===== config.mk =====
export PLATFORM = sky130hd
export DESIGN_NAME = sccb_write_arbiter_flat
export DESIGN_NICKNAME = d
export VERILOG_FILES = /design/src/rtl/sccb_write_arbiter_if.sv /design/src/rtl/sccb_write_arbiter.sv /design/src/flat_wrapper.sv
export SDC_FILE = /design/constraint.sdc
export NUM_CORES = 1
export LEC_CHECK = 0
export ABC_CLOCK_PERIOD_IN_PS = 5600
export CAP_MARGIN = 20
export CORE_MARGIN = 1
export CORE_UTILIZATION = 49
export CTS_CLUSTER_SIZE = 12
export DETAILED_ROUTE_END_ITERATION = 7
export PLACE_DENSITY = 0.86
export SLEW_MARGIN = 10
export SYNTH_ARGS = -nofsm -noshare
export SYNTH_HDL_FRONTEND = slang
export SYNTH_SLANG_ARGS = --single-unit

===== constraint.sdc =====
create_clock -name clk_in -period 5.6 [get_ports clk_in]
set_input_delay 1.4 -clock clk_in [delete_from_list [all_inputs] [get_ports clk_in]]
set_output_delay 1.4 -clock clk_in [all_outputs]
set_load 0.01 [all_outputs]

===== src/rtl/sccb_write_arbiter_if.sv =====
// Bundle of the requester-side and write-engine-side signals of the SCCB write arbiter.
// The arbiter connects through the slave modport; the requesters and engine through master.
interface sccb_write_arbiter_if #(
    parameter int NUM_REQ = 3
);
    logic [NUM_REQ-1:0]    req_valid_in;
    logic [24*NUM_REQ-1:0] req_regpair_in;
    logic [NUM_REQ-1:0]    req_ready_out;
    logic [NUM_REQ-1:0]    req_done_out;
    logic [NUM_REQ-1:0]    req_err_out;
    logic                  wr_valid_out;
    logic [23:0]           wr_regpair_out;
    logic                  wr_ready_in;
    logic                  wr_done_in;
    logic                  wr_missed_ack_in;
    logic                  busy_out;

    modport slave (
        input  req_valid_in, req_regpair_in, wr_ready_in, wr_done_in, wr_missed_ack_in,
        output req_ready_out, req_done_out, req_err_out, wr_valid_out, wr_regpair_out, busy_out
    );

    modport master (
        output req_valid_in, req_regpair_in, wr_ready_in, wr_done_in, wr_missed_ack_in,
        input  req_ready_out, req_done_out, req_err_out, wr_valid_out, wr_regpair_out, busy_out
    );
endinterface


===== src/rtl/sccb_write_arbiter.sv =====
// Round-robin arbiter sharing one SCCB register-write engine among NUM_REQ requesters.
// Holds off after reset for camera power-up, spaces writes by a fixed gap, retries
// NACKed writes up to MAX_RETRY times and reports done/error per write.
module sccb_write_arbiter #(
    parameter int NUM_REQ        = 3,
    parameter int STARTUP_CYCLES = 20000,
    parameter int GAP_CYCLES     = 100,
    parameter int MAX_RETRY      = 2
) (
    input  logic                 clk_in,
    input  logic                 rst_in,
    sccb_write_arbiter_if.slave  bus
);

    localparam int CNT_MAX = (STARTUP_CYCLES > GAP_CYCLES) ? STARTUP_CYCLES : GAP_CYCLES;
    localparam int CNT_W   = (CNT_MAX > 0) ? $clog2(CNT_MAX + 1) : 1;
    localparam int RETRY_W = (MAX_RETRY > 0) ? $clog2(MAX_RETRY + 1) : 1;
    localparam int IDX_W   = $clog2(NUM_REQ);
    localparam int SUM_W   = IDX_W + 1;

    // A zero-length hold-off or gap still occupies its state for one cycle.
    localparam logic [CNT_W-1:0]   STARTUP_LAST = CNT_W'((STARTUP_CYCLES > 0) ? STARTUP_CYCLES - 1 : 0);
    localparam logic [CNT_W-1:0]   GAP_LAST     = CNT_W'((GAP_CYCLES > 0) ? GAP_CYCLES - 1 : 0);
    localparam logic [CNT_W-1:0]   CNT_ONE      = CNT_W'(1);
    localparam logic [RETRY_W-1:0] RETRY_MAX    = RETRY_W'(MAX_RETRY);
    localparam logic [RETRY_W-1:0] RETRY_ONE    = RETRY_W'(1);
    localparam logic [IDX_W-1:0]   IDX_LAST     = IDX_W'(NUM_REQ - 1);
    localparam logic [IDX_W-1:0]   IDX_ONE      = IDX_W'(1);

    typedef enum logic [2:0] {
        S_STARTUP,
        S_IDLE,
        S_ISSUE,
        S_WAIT_DONE,
        S_RETRY_GAP,
        S_COMPLETE,
        S_GAP
    } state_t;

    state_t               r_state;
    logic [CNT_W-1:0]     r_cnt;
    logic [IDX_W-1:0]     r_ptr;
    logic [IDX_W-1:0]     r_owner;
    logic [23:0]          r_regpair;
    logic [RETRY_W-1:0]   r_retry;
    logic                 r_err;

    state_t               w_state_nxt;
    logic [CNT_W-1:0]     w_cnt_nxt;
    logic [IDX_W-1:0]     w_ptr_nxt;
    logic [IDX_W-1:0]     w_owner_nxt;
    logic [23:0]          w_regpair_nxt;
    logic [RETRY_W-1:0]   w_retry_nxt;
    logic                 w_err_nxt;

    logic [2*NUM_REQ-1:0] w_rot;
    logic [SUM_W-1:0]     w_sum;
    logic                 w_found;
    logic [IDX_W-1:0]     w_winner;
    logic [23:0]          w_sel_pair;
    logic [NUM_REQ-1:0]   w_owner_oh;

    // Round-robin pick: rotate the request vector so the pointer sits at bit 0, take the first set bit.
    always_comb begin
        // NOTE: every signal written here gets a default first, so no path leaves one unassigned and no latch is inferred.
        w_rot      = {bus.req_valid_in, bus.req_valid_in} >> r_ptr;
        w_found    = 1'b0;
        w_sum      = '0;
        w_winner   = '0;
        w_sel_pair = '0;
        for (int k = 0; k < NUM_REQ; k++) begin
            if (!w_found && w_rot[k]) begin
                w_found = 1'b1;
                w_sum   = {1'b0, r_ptr} + SUM_W'(k);
                if (w_sum >= SUM_W'(NUM_REQ)) begin
                    w_sum = w_sum - SUM_W'(NUM_REQ);
                end
                w_winner = w_sum[IDX_W-1:0];
            end
        end
        for (int i = 0; i < NUM_REQ; i++) begin
            if (w_winner == IDX_W'(i)) begin
                w_sel_pair = bus.req_regpair_in[24*i +: 24];
            end
        end
    end

    // Next-state logic and state-decoded outputs.
    always_comb begin
        w_state_nxt   = r_state;
        w_cnt_nxt     = r_cnt;
        w_ptr_nxt     = r_ptr;
        w_owner_nxt   = r_owner;
        w_regpair_nxt = r_regpair;
        w_retry_nxt   = r_retry;
        w_err_nxt     = r_err;

        w_owner_oh         = NUM_REQ'(1) << r_owner;
        bus.req_ready_out  = '0;
        bus.req_done_out   = '0;
        bus.req_err_out    = '0;
        bus.wr_valid_out   = 1'b0;
        bus.wr_regpair_out = '0;
        bus.busy_out       = (r_state != S_IDLE);

        case (r_state)
            S_STARTUP: begin
                if (r_cnt == STARTUP_LAST) begin
                    w_cnt_nxt   = '0;
                    w_state_nxt = S_IDLE;
                end else begin
                    w_cnt_nxt = r_cnt + CNT_ONE;
                end
            end

            S_IDLE: begin
                if (w_found) begin
                    bus.req_ready_out = NUM_REQ'(1) << w_winner;
                    w_owner_nxt       = w_winner;
                    w_regpair_nxt     = w_sel_pair;
                    w_retry_nxt       = '0;
                    w_err_nxt         = 1'b0;
                    w_ptr_nxt         = (w_winner == IDX_LAST) ? '0 : w_winner + IDX_ONE;
                    // An all-zero regpair is a no-op write: acknowledge it without touching the bus.
                    w_state_nxt       = (w_sel_pair == 24'h000000) ? S_COMPLETE : S_ISSUE;
                end
            end

            S_ISSUE: begin
                bus.wr_valid_out   = 1'b1;
                bus.wr_regpair_out = r_regpair;
                if (bus.wr_ready_in) begin
                    w_state_nxt = S_WAIT_DONE;
                end
            end

            S_WAIT_DONE: begin
                if (bus.wr_done_in) begin
                    if (!bus.wr_missed_ack_in) begin
                        w_state_nxt = S_COMPLETE;
                    end else if (r_retry < RETRY_MAX) begin
                        w_retry_nxt = r_retry + RETRY_ONE;
                        w_cnt_nxt   = '0;
                        w_state_nxt = S_RETRY_GAP;
                    end else begin
                        w_err_nxt   = 1'b1;
                        w_state_nxt = S_COMPLETE;
                    end
                end
            end

            S_RETRY_GAP: begin
                if (r_cnt == GAP_LAST) begin
                    w_cnt_nxt   = '0;
                    w_state_nxt = S_ISSUE;
                end else begin
                    w_cnt_nxt = r_cnt + CNT_ONE;
                end
            end

            S_COMPLETE: begin
                bus.req_done_out = w_owner_oh;
                bus.req_err_out  = r_err ? w_owner_oh : '0;
                w_err_nxt        = 1'b0;
                w_cnt_nxt        = '0;
                w_state_nxt      = S_GAP;
            end

            S_GAP: begin
                if (r_cnt == GAP_LAST) begin
                    w_cnt_nxt   = '0;
                    w_state_nxt = S_IDLE;
                end else begin
                    w_cnt_nxt = r_cnt + CNT_ONE;
                end
            end

            default: begin
                w_cnt_nxt   = '0;
                w_state_nxt = S_STARTUP;
            end
        endcase
    end

    // State and datapath registers; synchronous active-low reset drops any write in flight.
    always_ff @(posedge clk_in) begin
        // NOTE: sequential state uses non-blocking assignments so every register samples pre-edge values.
        if (!rst_in) begin
            r_state   <= S_STARTUP;
            r_cnt     <= '0;
            r_ptr     <= '0;
            r_owner   <= '0;
            r_regpair <= '0;
            r_retry   <= '0;
            r_err     <= 1'b0;
        end else begin
            r_state   <= w_state_nxt;
            r_cnt     <= w_cnt_nxt;
            r_ptr     <= w_ptr_nxt;
            r_owner   <= w_owner_nxt;
            r_regpair <= w_regpair_nxt;
            r_retry   <= w_retry_nxt;
            r_err     <= w_err_nxt;
        end
    end

endmodule


===== src/flat_wrapper.sv =====
// flat-port wrapper written by rule: the top's interface ports become plain ports
module sccb_write_arbiter_flat 
#(
    parameter int NUM_REQ        = 3,
    parameter int STARTUP_CYCLES = 20000,
    parameter int GAP_CYCLES     = 100,
    parameter int MAX_RETRY      = 2
)
  (clk_in, rst_in, bus_req_valid_in, bus_req_regpair_in, bus_wr_ready_in, bus_wr_done_in, bus_wr_missed_ack_in, bus_req_ready_out, bus_req_done_out, bus_req_err_out, bus_wr_valid_out, bus_wr_regpair_out, bus_busy_out);
  sccb_write_arbiter_if #(.NUM_REQ(NUM_REQ)) bus_i ();
  input  logic clk_in;
  input  logic rst_in;
  input wire logic [$bits(bus_i.req_valid_in)-1:0] bus_req_valid_in;
  input wire logic [$bits(bus_i.req_regpair_in)-1:0] bus_req_regpair_in;
  input wire logic [$bits(bus_i.wr_ready_in)-1:0] bus_wr_ready_in;
  input wire logic [$bits(bus_i.wr_done_in)-1:0] bus_wr_done_in;
  input wire logic [$bits(bus_i.wr_missed_ack_in)-1:0] bus_wr_missed_ack_in;
  output wire logic [$bits(bus_i.req_ready_out)-1:0] bus_req_ready_out;
  output wire logic [$bits(bus_i.req_done_out)-1:0] bus_req_done_out;
  output wire logic [$bits(bus_i.req_err_out)-1:0] bus_req_err_out;
  output wire logic [$bits(bus_i.wr_valid_out)-1:0] bus_wr_valid_out;
  output wire logic [$bits(bus_i.wr_regpair_out)-1:0] bus_wr_regpair_out;
  output wire logic [$bits(bus_i.busy_out)-1:0] bus_busy_out;
  assign bus_i.req_valid_in = bus_req_valid_in;
  assign bus_i.req_regpair_in = bus_req_regpair_in;
  assign bus_i.wr_ready_in = bus_wr_ready_in;
  assign bus_i.wr_done_in = bus_wr_done_in;
  assign bus_i.wr_missed_ack_in = bus_wr_missed_ack_in;
  assign bus_req_ready_out = bus_i.req_ready_out;
  assign bus_req_done_out = bus_i.req_done_out;
  assign bus_req_err_out = bus_i.req_err_out;
  assign bus_wr_valid_out = bus_i.wr_valid_out;
  assign bus_wr_regpair_out = bus_i.wr_regpair_out;
  assign bus_busy_out = bus_i.busy_out;
  sccb_write_arbiter #(.NUM_REQ(NUM_REQ), .STARTUP_CYCLES(STARTUP_CYCLES), .GAP_CYCLES(GAP_CYCLES), .MAX_RETRY(MAX_RETRY)) u_core (.clk_in(clk_in), .rst_in(rst_in), .bus(bus_i));
endmodule

==> results of run 1 <==
[area by class of cell]
| cell class | count | area share |
|---|---|---|
| multi-input combinational | 347 | 0.469 |
| timing repair buffer | 122 | 0.265 |
| sequential | 49 | 0.216 |
| tap | 77 | 0.0212 |
| clock buffer | 5 | 0.0152 |
| inverter | 10 | 0.00828 |
| clock inverter | 3 | 0.00552 |
[state kept, by name, indices dropped and copies added, names as in the netlist]
name and count:
u_core.r_err 1, u_core.r_retry 2, u_core.r_state 3, u_core.r_cnt 15, u_core.r_ptr 2, u_core.r_owner 2, u_core.r_regpair 24
[synthesized netlist by cell type, types with 2 or more instances]
library cell / instances
nand2_1: 70
nor2_1: 55
dfxtp_1: 49
and3_1: 33
nor3_1: 28
clkbuf_1: 23
a221oi_1: 18
a21oi_1: 12
nor4_1: 12
inv_1: 10
mux2i_1: 10
and2_1: 9
o21ai_0: 8
xor2_1: 8
a211oi_1: 7
a221o_1: 5
buf_2: 5
ha_1: 5
nand3_1: 5
o2111a_1: 5
a31oi_1: 4
nand4_1: 4
nor3b_1: 4
buf_6: 3
mux2_2: 3
nand2b_1: 3
nand3b_1: 3
xnor2_1: 3
a211oi_2: 2
a311o_1: 2
a32oi_1: 2
a41oi_1: 2
and4_1: 2
nand4b_1: 2
o22ai_1: 2
or3_1: 2
[worst paths after layout]
check | cells after the start | slack, ns | to
min | 2 | 0.47 | u_core.r_regpair[10]
min reg2reg | 2 | 0.47 | u_core.r_regpair[10]
max reg2reg | 9 | 2.34 | u_core.r_state[1]
max | 7 | 0.20 | bus_req_ready_out[1]
[per-layer routing]
metal	GRT usage	routed length [um]
met5	0	0
met4	0.0784	179
met3	0.0396	782
met2	0.501	4890
met1	0.406	4650
[critical path: cells and delay by family]
kind            cells  cell delay, ns
simple gates        3            1.03
compound gates      2            0.41
buf+inv             2            1.16
[logic make-up after synthesis]
group | count (synthesis)
AND/OR/NAND/NOR | 239
AO/OA/AOI/OAI | 79
flip-flops | 49
buffers and inverters | 43
multiplexers | 13
XOR/XNOR | 11
adder cells (fa/ha/maj) | 5
[per-stage QoR]
step                instance area, um2  hold WS, ns  cells  setup slack, ns
floorplan                         3300        0.440    439             1.02
global placement                  4440        0.454    605            0.317
detailed placement                4440        0.454    605            0.251
CTS                               4530        0.468    613            0.229
global route                      4530        0.501    613           0.0621
finish                            4530        0.467    613            0.199
[report_power, final]
group / switching (uW) / internal [uW] / total (uW)
registers: 2.16 / 350 / 352
clock network: 125 / 90.2 / 215
logic: 55.3 / 70.4 / 126
==> impl_metrics.csv, run 1 <==
group,metric,value,unit
synth,synth-edff-count,0,
timing,tightest_slew,1.02,ns
timing,drv_slew,0,
global_route,grt_max_degree,33,
setup_path,crit_type,"primary input to primary output",
global_route,overflow,0,
setup_path,crit_top_cell,"clkdlybuf4s50_1",
timing,setup_viol_count_final,0,
route,drt_iter0_drc,287,
pwr,peakVddDrop,0.000100,V
clock_tree,clk_path_buf_depth,2,
finish,drive_above_1_share,0.0522,
setup_path,worstPathMaxFanout,13,
finish,layout_commonest_cell,"clkdlybuf4s50_1",
setup_path,cp-start-kind,"primary input",
finish,areaGrowthSynthToFinish,37.4,%
setup_path,cp.required,4.20,ns
clock_tree,cts_setup_buffers,0,
finish,final_cell_mix,"clkdlybuf4s50_1, nand2_1, nor2_1, dfxtp_1, and3_1",
run,maxCapViolations,0,
finish,fin_nets,620,
synth,synthAdderAreaFrac,0.0190,
synth,yosys.cell_types.count,55,
floorplanning,die_x,84.1,um
hold_path,hold_start,"u_core.r_regpair[10]",
setup_path,crit_start,"bus_req_valid_in[0]",
route,totalWireLength,10500,um
synth,synth_top_cell_area_share,0.297,
route,ant_nets,0,
setup_path,cp_cell_sequence,"clkdlybuf4s50_1 > or4b_4 > a31oi_4 > o21ai_2 > and2_1 > nor3_1 > clkdlybuf4s50_1",
synth,synthArstFlopShare,0,
clock_tree,cts_tree,"yes",
clock_tree,cts.hold.buffers_added,0,
setup_path,reg2reg_from,"u_core.r_ptr[1]",
route,firstDrtPassIters,8,
synth,synth_mux_area_frac,0.0406,
setup_path,cp-end-kind,"primary output",
place,io_buffers,114,
timing,grt_setup_unrepaired,"false",
synth,synthCells,439,
synth,syn_avg_cell_area,7.52,um2
route,num_vias,3763,
clock_tree,h-tree-depth,2,
status,violations,"design-rule violations",
finish,filler_cell_count,524,
synth,synth_top_family_by_area,"simple AND/OR/NAND/NOR gates",
global_route,grt_usage,0.300,
setup_path,cp_slowest_cell,"clkdlybuf4s50_1",
setup_path,cp.arrival,4.00,ns
global_route,grt_antenna_before_repair,0,
global_route,grt_first_pass_wirelength,16900,um
hold_path,hp-class,"register to register",
finish,multiInputGateArea,2120,um2
finish,seqCellArea,981,um2
clock_tree,cts_root_buffer,"clkbuf_8",
synth,synth_ff_type,"dfxtp_1",
clock_tree,path_clk_slew,0.08,ns
synth,yosys.area_share.simple,0.360,
timing,max_freq,185,MHz
route,avgViaCountPerCell,6.14,
route,wl_per_cell,17.1,um
pwr,power.leakage,0.00170,uW
global_route,grt_pass1_vias,3533,
floorplanning,start_util,0.514,
clock_tree,numClockSinks,49,
synth,synth_seq_area_share,0.297,
synth,synth_top_area_cell,"dfxtp_1",
timing,fin_crit,5.40,ns
pwr,p_per_area,153,nW/um2
clock_tree,ctsResizeCount,0,
synth,syn-cell-area,3300,um2
floorplanning,std_cell_rows,29,
synth,synth_warnings,0,
synth,yosys-top-cells-area,"dfxtp_1, nand2_1, and3_1",
floorplanning,fp.dieH,84.1,um
timing,tns,0,ns
floorplanning,num_io_pins,115,
timing,fin_skew,0.0137,ns
place,hpwlAfterDp,8250,um
finish,fin_util,0.706,
synth,synth_xor_area_frac,0.0292,
setup_path,critical_path.max_stage_delay,0.60,ns
floorplanning,coreArea,6420,um2
timing,period_share,0.964,
pwr,power,693,uW
clock_tree,cts_buffers,5,
synth,synth_fp_nets,524,
timing,hold_viol,0,
status,status,"complete, but fails checks",
floorplanning,dieArea,7070,um2
timing,maxSlewHeadroom,0.320,
synth,ys_seq_elements,49,
place,routabilityCongestion,0.992,
route,drc,8,
clock_tree,clock_latency,0.31,ns
finish,num_antenna_cells,0,
synth,synth_compound_area_frac,0.195,
Power figures use the tool's default switching activity.
==> inputs of run 2 (changes only) <==
Settings changed: CTS_CLUSTER_DIAMETER from default to 100, RECOVER_POWER from default to 25, REMOVE_ABC_BUFFERS from default to 1.
==> run 2 against run 1 <==
Net effect:
- the flow now finishes without violations
- setup slack gained 0.018 ns
- cell area up 0.99%
- first-iteration DRC count grew 21%
- highest routed layer unchanged
- register-to-register slack gained 0.04 ns
- clock skew is 0.0023 ns lower
- via count about the same
- clock power up 20%
- non-clock buffer count up 2
- sequential power about the same
- critical endpoint unchanged
==> impl_metrics.csv, run 2 (synthesis gave the netlist of run 1 again) <==
group,metric,value,unit
setup_path,worstPathMaxFanout,12,
finish,drive_above_1_share,0.0502,
timing,setup_viol_count_final,0,
global_route,grt_usage,0.289,
clock_tree,cts_setup_buffers,0,
clock_tree,h-tree-depth,2,
timing,grt_setup_unrepaired,"false",
setup_path,regToRegSetupSlack,2.38,ns
clock_tree,cts.hold.buffers_added,0,
setup_path,crit_family,"buffers and inverters",
clock_tree,path_clk_slew,0.09,ns
pwr,peakVddDrop,0.000141,V
run,maxCapViolations,0,
timing,fin_skew,0.0114,ns
floorplanning,coreArea,6420,um2
setup_path,cp.arrival,3.98,ns
setup_path,path_buf_inv,4,
clock_tree,numClockSinks,49,
pwr,p_per_area,161,nW/um2
route,wl_per_cell,16.6,um
floorplanning,dieArea,7070,um2
finish,areaGrowthSynthToFinish,38.8,%
place,dp.cells,606,
global_route,grt_max_degree,41,
floorplanning,num_io_pins,115,
global_route,overflow,0,
finish,regMostFlops,"u_core.r_regpair",
finish,largest_reg_flops,24,
route,num_vias,3765,
global_route,grt_first_pass_wirelength,16700,um
route,drt_iter0_drc,346,
route,avgViaCountPerCell,6.12,
finish,stdcell_count,615,
route,totalWireLength,10200,um
finish,num_antenna_cells,0,
timing,tightest_slew,1.11,ns
setup_path,crit_type,"primary input to primary output",
timing,fin_crit,5.38,ns
route,drc,0,
finish,largest_registers,"u_core.r_regpair (24), u_core.r_cnt (15), u_core.r_state (3)",
setup_path,cp_cell_sequence,"clkdlybuf4s50_1 > inv_1 > o311ai_1 > a32oi_1 > buf_4 > and2_1 > nor3_1 > clkdlybuf4s50_1",
clock_tree,clock_latency,0.30,ns
clock_tree,ctsResizeCount,0,
finish,layout_commonest_cell,"clkdlybuf4s50_1",
floorplanning,die_x,84.1,um
timing,hold_viol,0,
finish,final_cell_mix,"clkdlybuf4s50_1, nand2_1, nor2_1, dfxtp_1, and3_1",
floorplanning,start_util,0.514,
finish,filler_cell_count,519,
clock_tree,cts_buffers,5,
route,firstDrtPassIters,6,
clock_tree,cts_tree,"yes",
status,status,"finished, final reports clean",
floorplanning,fp.dieH,84.1,um
setup_path,cp_slowest_cell,"clkdlybuf4s50_1",
setup_path,cp-start-kind,"primary input",
hold_path,hp-class,"register to register",
clock_tree,cts_root_buffer,"clkbuf_8",
global_route,grt_pass1_vias,3520,
timing,drv_slew,0,
setup_path,cp-end-kind,"primary output",
route,ant_nets,0,
timing,tns,0,ns
setup_path,cp.required,4.20,ns
place,hpwlAfterDp,7630,um
place,io_buffers,114,
setup_path,crit_top_cell,"clkdlybuf4s50_1",
global_route,grt_antenna_before_repair,0,
floorplanning,std_cell_rows,29,
pwr,power.leakage,0.00176,uW
setup_path,critical_path.max_stage_delay,0.60,ns
clock_tree,clk_path_buf_depth,2,
timing,period_share,0.961,
finish,fin_nets,622,
timing,maxSlewHeadroom,0.258,
place,routabilityCongestion,1.01,
timing,max_freq,186,MHz
run 2: changes by cell type in the layout (fill, tap and decap cells not counted):
cell / before / now
dlygate4sd3_1: 0 / 13
buf_4: 8 / 7
clkinvlp_4: 1 / 0
buf_16: 0 / 1
clkdlybuf4s50_1: 114 / 101
bufinv_16: 0 / 1
clkbuf_1: 0 / 3
inv_6: 1 / 0
run 2: path summary, 6_finish.rpt:
path | from | to | cells past startpoint
max | bus_req_valid_in[2] | bus_req_ready_out[1] | 8
min | u_core.r_regpair[10] | u_core.r_regpair[10] | 2
max reg2reg | u_core.r_ptr[1] | u_core.r_state[1] | 9
min reg2reg | u_core.r_regpair[10] | u_core.r_regpair[10] | 2
run 2: worst min-delay path: cells and delay by family (launching register included):
| kind | cells | cell delay, ns |
|---|---|---|
| DFF | 1 | 0.31 |
| buffers and inverters | 1 | 0.06 |
| AOI/OAI and AO/OA | 1 | 0.06 |
run 2: per-layer routing:
| layer | up-vias | part of all wire | global-route usage |
|---|---|---|---|
| met5 | - | 0 | 0 |
| met4 | 0 | 0.026 | 0.0862 |
| met3 | 27 | 0.066 | 0.0485 |
| met2 | 196 | 0.49 | 0.495 |
| met1 | 1738 | 0.42 | 0.372 |
| li1 | 1804 | - | - |
run 2: cell type report:
class                   instances  area (um2)  area share
inverters                      10        37.5     0.00820
multi-input cells             347        2120       0.464
flip-flops and latches         49         981       0.214
repair buffers                124        1230       0.268
clock inverters                 2        38.8     0.00847
clock buffers                   6        72.6      0.0158
well taps                      77        96.3      0.0210
run 2: report_power, final:
group	internal (uW)	leakage [uW]	total (uW)	switching (uW)
registers	350	0.000395	352	2.37
clock network	134	0.0000554	257	123
logic	72.2	0.00131	127	54.3
run 2: per-stage QoR:
step	setup WS (ns)	hold WS, ns	utilization	cell area [um2]	power, uW
floorplan	0.971	0.440	-	3140	403
global route	0.132	0.503	0.713	4580	762
finish	0.217	0.482	0.713	4580	736
global placement	0.433	0.456	0.693	4450	480
detailed placement	0.302	0.466	0.693	4450	482
CTS	0.274	0.480	0.710	4560	731
==> inputs of run 3 (changes only) <==
Settings changed: CTS_CLUSTER_DIAMETER 100 to 200.
==> results of run 3 <==
Same layout as run 2: the final DEF is identical, and so are final timing and power.
